[src/rtl/uart_tx_16bit_pkg.sv]
// uart_tx_16bit_pkg
// Shared definitions for the 16-bit UART transmit path.
// Holds the default baud divisor so the matching receiver and this transmitter
// agree on bit timing, plus the state encodings of the byte serialiser and the
// word sequencer.
package uart_tx_16bit_pkg;

    // Clock cycles per UART bit (baud = f_clk / DEFAULT_CLKS_PER_BIT)
    localparam int DEFAULT_CLKS_PER_BIT = 1250;

    // Byte serialiser: one 8N1 frame per request
    typedef enum logic [1:0] {
        BYTE_IDLE  = 2'd0,
        BYTE_START = 2'd1,
        BYTE_DATA  = 2'd2,
        BYTE_STOP  = 2'd3
    } byteState_e;

    // Word sequencer: high byte frame, then low byte frame
    typedef enum logic [2:0] {
        WORD_IDLE    = 3'd0,
        WORD_SEND_HI = 3'd1,
        WORD_WAIT_HI = 3'd2,
        WORD_SEND_LO = 3'd3,
        WORD_WAIT_LO = 3'd4,
        WORD_DONE    = 3'd5
    } wordState_e;

endpackage

[src/rtl/uart_tx.sv]
// uart_tx
// Byte serialiser: sends one 8N1 frame (start 0, 8 data bits LSB first, stop 1),
// each bit lasting exactly CLKS_PER_BIT clock cycles.
// Ports:
//   i_clk       system clock, rising edge
//   i_rst       asynchronous active-high reset
//   i_txdv      1-cycle request; i_txbyte is captured when idle
//   i_txbyte    byte to send
//   o_uarttx    serial line, registered, idles high
//   o_txactive  high while a frame is in progress
//   o_txdone    1-cycle pulse during the last cycle of the stop bit
module uart_tx
    import uart_tx_16bit_pkg::*;
#(
    parameter int CLKS_PER_BIT = DEFAULT_CLKS_PER_BIT
) (
    input  logic       i_clk,
    input  logic       i_rst,
    input  logic       i_txdv,
    input  logic [7:0] i_txbyte,
    output logic       o_uarttx,
    output logic       o_txactive,
    output logic       o_txdone
);

    localparam int CNT_W = (CLKS_PER_BIT > 1) ? $clog2(CLKS_PER_BIT) : 1;
    localparam logic [CNT_W-1:0] LAST_CNT = CNT_W'(CLKS_PER_BIT - 1);

    byteState_e       state_q, state_d;
    logic [CNT_W-1:0] cnt_q, cnt_d;
    logic [2:0]       bitIdx_q, bitIdx_d;
    logic [7:0]       shift_q, shift_d;
    logic             tx_q, tx_d;
    logic             bitEnd;

    assign bitEnd = (cnt_q == LAST_CNT);

    // The line value for the next bit is computed here and registered, so the
    // pin only ever changes on a clock edge. The shift register always holds the
    // remaining data bits with the current one at bit 0.
    always_comb begin
        state_d  = state_q;
        cnt_d    = cnt_q;
        bitIdx_d = bitIdx_q;
        shift_d  = shift_q;
        tx_d     = tx_q;
        case (state_q)
            BYTE_IDLE: begin
                tx_d  = 1'b1;
                cnt_d = '0;
                if (i_txdv) begin
                    shift_d = i_txbyte;
                    tx_d    = 1'b0;
                    state_d = BYTE_START;
                end
            end
            BYTE_START: begin
                if (bitEnd) begin
                    cnt_d    = '0;
                    bitIdx_d = 3'd0;
                    tx_d     = shift_q[0];
                    state_d  = BYTE_DATA;
                end else begin
                    cnt_d = cnt_q + CNT_W'(1);
                end
            end
            BYTE_DATA: begin
                if (bitEnd) begin
                    cnt_d = '0;
                    if (bitIdx_q == 3'd7) begin
                        tx_d    = 1'b1;
                        state_d = BYTE_STOP;
                    end else begin
                        bitIdx_d = bitIdx_q + 3'd1;
                        shift_d  = {1'b0, shift_q[7:1]};
                        tx_d     = shift_q[1];
                    end
                end else begin
                    cnt_d = cnt_q + CNT_W'(1);
                end
            end
            BYTE_STOP: begin
                if (bitEnd) begin
                    cnt_d   = '0;
                    state_d = BYTE_IDLE;
                end else begin
                    cnt_d = cnt_q + CNT_W'(1);
                end
            end
            default: begin
                tx_d    = 1'b1;
                cnt_d   = '0;
                state_d = BYTE_IDLE;
            end
        endcase
    end

    always_ff @(posedge i_clk or posedge i_rst) begin
        if (i_rst) begin
            state_q  <= BYTE_IDLE;
            cnt_q    <= '0;
            bitIdx_q <= 3'd0;
            shift_q  <= 8'h00;
            tx_q     <= 1'b1;
        end else begin
            state_q  <= state_d;
            cnt_q    <= cnt_d;
            bitIdx_q <= bitIdx_d;
            shift_q  <= shift_d;
            tx_q     <= tx_d;
        end
    end

    assign o_uarttx   = tx_q;
    assign o_txactive = (state_q != BYTE_IDLE);
    // Pulses in the final stop-bit cycle so the word sequencer can issue the
    // next request with only a single idle-high cycle between frames.
    assign o_txdone   = (state_q == BYTE_STOP) && bitEnd;

endmodule

[src/rtl/uart_tx_16bit.sv]
// uart_tx_16bit
// Sends a 16-bit word as two 8N1 frames, high byte first, separated by one
// idle-high cycle. The word is captured on accept, so i_data may change freely
// while the frames are on the line.
// Ports:
//   i_clk        system clock, rising edge
//   i_rst        asynchronous active-high reset
//   i_datavalid  word strobe, taken only while o_ready=1
//   i_data       {high byte, low byte}
//   o_ready      idle (or finishing) and able to accept a word this cycle
//   o_uarttx     serial line, idles high
//   o_busy       high from the cycle after accept through the o_done cycle
//   o_done       1-cycle pulse after the low-byte stop bit
module uart_tx_16bit
    import uart_tx_16bit_pkg::*;
#(
    parameter int CLKS_PER_BIT = DEFAULT_CLKS_PER_BIT
) (
    input  logic        i_clk,
    input  logic        i_rst,
    input  logic        i_datavalid,
    input  logic [15:0] i_data,
    output logic        o_ready,
    output logic        o_uarttx,
    output logic        o_busy,
    output logic        o_done
);

    wordState_e  state_q, state_d;
    logic [15:0] data_q, data_d;
    logic        accept;
    logic        txDv;
    logic [7:0]  txByte;
    logic        txActive;
    logic        txDone;

    // DONE also counts as ready so a new word can follow without an extra idle cycle.
    assign o_ready = (state_q == WORD_IDLE) || (state_q == WORD_DONE);
    assign accept  = i_datavalid && o_ready;

    always_comb begin
        state_d = state_q;
        data_d  = data_q;
        txDv    = 1'b0;
        txByte  = data_q[7:0];
        case (state_q)
            WORD_IDLE: begin
                if (accept) begin
                    data_d  = i_data;
                    state_d = WORD_SEND_HI;
                end
            end
            WORD_SEND_HI: begin
                txDv    = 1'b1;
                txByte  = data_q[15:8];
                state_d = WORD_WAIT_HI;
            end
            WORD_WAIT_HI: begin
                if (txDone) begin
                    state_d = WORD_SEND_LO;
                end
            end
            WORD_SEND_LO: begin
                txDv    = 1'b1;
                txByte  = data_q[7:0];
                state_d = WORD_WAIT_LO;
            end
            WORD_WAIT_LO: begin
                if (txDone) begin
                    state_d = WORD_DONE;
                end
            end
            WORD_DONE: begin
                if (accept) begin
                    data_d  = i_data;
                    state_d = WORD_SEND_HI;
                end else begin
                    state_d = WORD_IDLE;
                end
            end
            default: begin
                state_d = WORD_IDLE;
            end
        endcase
    end

    always_ff @(posedge i_clk or posedge i_rst) begin
        if (i_rst) begin
            state_q <= WORD_IDLE;
            data_q  <= 16'h0000;
        end else begin
            state_q <= state_d;
            data_q  <= data_d;
        end
    end

    uart_tx #(
        .CLKS_PER_BIT(CLKS_PER_BIT)
    ) u_uart_tx (
        .i_clk      (i_clk),
        .i_rst      (i_rst),
        .i_txdv     (txDv),
        .i_txbyte   (txByte),
        .o_uarttx   (o_uarttx),
        .o_txactive (txActive),
        .o_txdone   (txDone)
    );

    assign o_busy = (state_q != WORD_IDLE) || txActive;
    assign o_done = (state_q == WORD_DONE);

endmodule

[config.mk]
export PLATFORM = sky130hd
export DESIGN_NAME = uart_tx_16bit
export DESIGN_NICKNAME = d
export VERILOG_FILES = /design/src/rtl/uart_tx_16bit_pkg.sv /design/src/rtl/uart_tx.sv /design/src/rtl/uart_tx_16bit.sv
export SDC_FILE = /design/constraint.sdc
export NUM_CORES = 1
export LEC_CHECK = 0
export ABC_AREA = 1
export CAP_MARGIN = 40
export CORE_MARGIN = 4
export CORE_UTILIZATION = 57
export CTS_BUF_LIST = sky130_fd_sc_hd__clkbuf_8 sky130_fd_sc_hd__clkbuf_16
export CTS_CLUSTER_DIAMETER = 150
export DETAILED_ROUTE_END_ITERATION = 10
export PLACE_DENSITY = 0.8
export SLEW_MARGIN = 20
export SYNTH_ARGS = -nofsm -noshare
export SYNTH_HDL_FRONTEND = slang
export SYNTH_HIERARCHICAL = 1
export SYNTH_SLANG_ARGS = --single-unit
[constraint.sdc]
create_clock -name i_clk -period 2.2 [get_ports i_clk]
set_input_delay 0.44 -clock i_clk [delete_from_list [all_inputs] [get_ports i_clk]]
set_output_delay 0.44 -clock i_clk [all_outputs]
set_load 0.005 [all_outputs]
==> results of run 1 <==
==> per-layer routing <==
metal  GRT usage [%]  routed length (um)  vias up
met5               0                   0        -
met4           7.377                  65        0
met1           23.86                2113      967
met3           4.155                 225        7
li1                -                   -     1055
met2           39.08                2507       50
==> cell usage in the layout, fill, tap and decap left out, types with 4 or more instances in the layout <==
master,count
o21ai_0,6
nor2_1,25
ha_1,8
nand2_4,4
clkbuf_8,5
buf_4,10
clkdlybuf4s50_1,21
nand2_1,125
dfrtp_1,43
nand3_1,47
inv_1,21
==> worst max-delay path by stage <==
stage | startpoint | to | slack, ns | cells after the start
after floorplan | u_uart_tx/state_q[0]$_DFFE_PP0P_ | o_busy | 0.66 | 4
after global placement | u_uart_tx/state_q[0]$_DFFE_PP0P_ | o_busy | 0.30 | 5
after detailed placement | u_uart_tx/state_q[0]$_DFFE_PP0P_ | o_busy | 0.26 | 5
after CTS | state_q[0]$_DFFE_PP0P_ | o_ready | 0.13 | 4
after global routing | state_q[0]$_DFFE_PP0P_ | o_ready | 0.06 | 4
final | state_q[0]$_DFFE_PP0P_ | o_ready | 0.14 | 4
==> repair_timing <==
action / CTS / global route
setup buffers: 2 / 0
endpoints found under the setup margin: 1 / 0
hold endpoints to repair: 0 / 0
gates resized for setup: 1 / 0
==> worst max-delay path, stage by stage, from the launching register on <==
cell and delay [ns]:
dfrtp_1 0.43, nor2_2 0.17, nand2_1 0.13, nand2_4 0.08
clkdlybuf4s50_1 0.52
==> sequential cells by signal, summed over array words and instances (netlist names) <==
signal,count
data_q,16
u_uart_tx/shift_q,8
u_uart_tx/state_q,2
u_uart_tx/bitIdx_q,3
u_uart_tx/cnt_q,11
state_q,3
u_uart_tx/o_uarttx,1
==> layout make-up <==
cell class | count | area [um^2]
clock buffers | 5 | 68.82
clock inverters | 3 | 42.54
fillers | 340 | 1197
inverters | 23 | 86.33
multi-input cells | 239 | 1146
flip-flops and latches | 44 | 1102
well taps | 50 | 62.56
repair buffers | 32 | 294.0
==> power groups by stage <==
stage / sequential (mW) / combinational (mW) / clock (mW)
3_3_place_gp: 1.30 / 1.70 / 0
3_5_place_dp: 1.31 / 1.75 / 0
2_1_floorplan: 1.27 / 1.31 / 0
4_1_cts: 1.29 / 1.78 / 0.618
5_1_grt: 1.33 / 2.03 / 0.654
6_report: 1.30 / 1.78 / 0.609
==> synthesized netlist by cell type, drive strengths merged <==
cell type / count
xor2: 2
or2: 2
o21ai: 7
dfstp: 1
nor2: 28
clkbuf: 1
ha: 8
nand3: 48
xnor2: 3
dfrtp: 43
inv: 23
nor3: 2
a21oi: 4
nand2: 132
nand4: 3
buf: 5
==> per-stage QoR <==
step / area [um^2] / worst slack [ns] / utilization [%] / instances / power [mW]
2_1_floorplan: 2374 / 0.6604 / - / 312 / 2.577
3_3_place_gp: 2678 / 0.2955 / 66.94 / 386 / 2.998
3_5_place_dp: 2678 / 0.2616 / 66.94 / 386 / 3.060
4_1_cts: 2803 / 0.1334 / 70.07 / 396 / 3.688
5_1_grt: 2803 / 0.05523 / 70.07 / 396 / 4.015
6_report: 2803 / 0.1358 / 70.07 / 396 / 3.682
==> cells by family after synthesis <==
kind of cell | count (synthesis) | share of synthesized area [%]
AO/OA/AOI/OAI | 11 | 2.952
flip-flops | 44 | 46.44
AND/OR/NAND/NOR | 215 | 39.27
adder cells (fa/ha/maj) | 8 | 4.217
buffers and inverters | 29 | 5.271
XOR/XNOR | 5 | 1.845
==> flow_metrics.py, run 1 <==
metrics = {
    "route": {
        "drt_first_pass_iters": 4,
        "vias_per_cell": 5.250,
        "final_antenna_net_count": 0,
        "wl_mm": 4.912,
        "drt-wirelength-per-cell_um": 12.40,
        "drc": 0,
        "drt_iter0_markers": 115,
        "vias": 2079,
    },
    "layout": {
        "area_delta_synth_final_pct": 18.08,
        "diodes": 0,
        "drive_gt1_share_pct": 10.12,
        "layout.nets": 372,
    },
    "grt": {
        "grt_pass1_wl_mm": 8.756,
        "grt_max_degree": 26,
        "grt_pass1_vias": 2082,
        "grt_overflow": 0,
        "antenna_found_initial": 0,
        "track_usage_pct": 21.10,
    },
    "clocking": {
        "cts_tree": "yes",
        "htree_levels": 2,
        "clk_pin_slew_ns": 0.08,
        "cts.path.max_buffers": 2,
        "clock_latency_ns": 0.30,
        "holdBufCountCts": 0,
        "cts-root-buf": "clkbuf_8",
        "cts.sinks": 44,
        "numCtsBuffers": 5,
    },
    "pwr": {
        "p_sw_mw": 1.572,
        "cell_internal_pwr_mw": 2.110,
        "power_frac_seq_pct": 35.2,
        "pwr-share-clk_pct": 16.5,
        "pwr_density_cell_nw_per_um2": 1314,
        "p_sw_share_pct": 42.69,
        "leakage_nw": 1.457,
        "power_frac_comb_pct": 48.2,
        "ir_drop_uv": 873.4,
    },
    "timing": {
        "drv_slew": 0,
        "finClkSkew_ns": 0.006802,
        "min_period_ns": 2.064,
        "setup_violations": 0,
        "rsz0062_at_grt": "false",
        "whs_ns": 0.4633,
        "hold_viol": 0,
        "min_period_over_period_pct": 93.83,
        "fmax_mhz": 484.4,
        "slew_headroom_pct": 52.51,
        "tightest_slew_ns": 0.7116,
        "setup_tns_ns": 0,
    },
    "worst_setup_path": {
        "arrival_ns": 1.62,
        "cp.required_ns": 1.76,
        "timing.rr.start": "u_uart_tx/state_q[1]$_DFFE_PP0P_",
        "crit_fanout": 5,
        "r2r_cells": 9,
        "start_kind": "flop",
        "timing.rr.end": "u_uart_tx/state_q[0]$_DFFE_PP0P_",
        "critical_path_class": "reg -> out",
        "r2r_slack_ns": 0.54,
        "end_kind": "output pin",
    },
    "yosys": {
        "yosys_warnings": 6,
        "synth.area.top_cells": "dfrtp_1 (45%), nand2_1 (20%), nand3_1 (9.9%), ha_1 (4.2%), nor2_1 (4.0%)",
        "ys_types": 27,
        "avgSynthCellArea_um2": 7.607,
        "synthCells": 312,
        "synth_top_cell_area_share_pct": 45.33,
        "synthesis.area_um2": 2374,
        "synth_fp_nets": 339,
        "ys_ff_latch": 44,
        "ys_seq_area_share_pct": 46.44,
        "synth_area_leader_cell": "dfrtp_1",
    },
    "worst_hold_path": {
        "whs_path_depth": 2,
        "worst_hold_startpoint": "u_uart_tx/o_uarttx$_DFFE_PP1P_",
        "hp-class": "reg -> reg",
        "hold_end": "u_uart_tx/o_uarttx$_DFFE_PP1P_",
    },
    "floorplanning": {
        "ios": 23,
        "core_area_um2": 4000,
        "initial_utilization_pct": 59.34,
        "die_y_um": 72.53,
        "die-area_um2": 5261,
        "placement_rows": 23,
        "fp.dieW_um": 72.53,
    },
    "placement": {
        "hpwl_mm": 3.641,
        "placement.io_buffers": 22,
        "gp_congestion": 0.7778,
    },
    "outcome": {
        "status": "complete, no violations",
    },
    "run": {
        "maxCapViolCount": 0,
    },
}
No activity file was read; power rests on OpenSTA's default activity.
==> run 2, diff against run 1 <==
Settings changed: CAP_MARGIN 40 to 5, CTS_CLUSTER_SIZE set to 20.
==> results of run 2 <==
The final DEF is identical to that of run 1; final timing and power are the same.
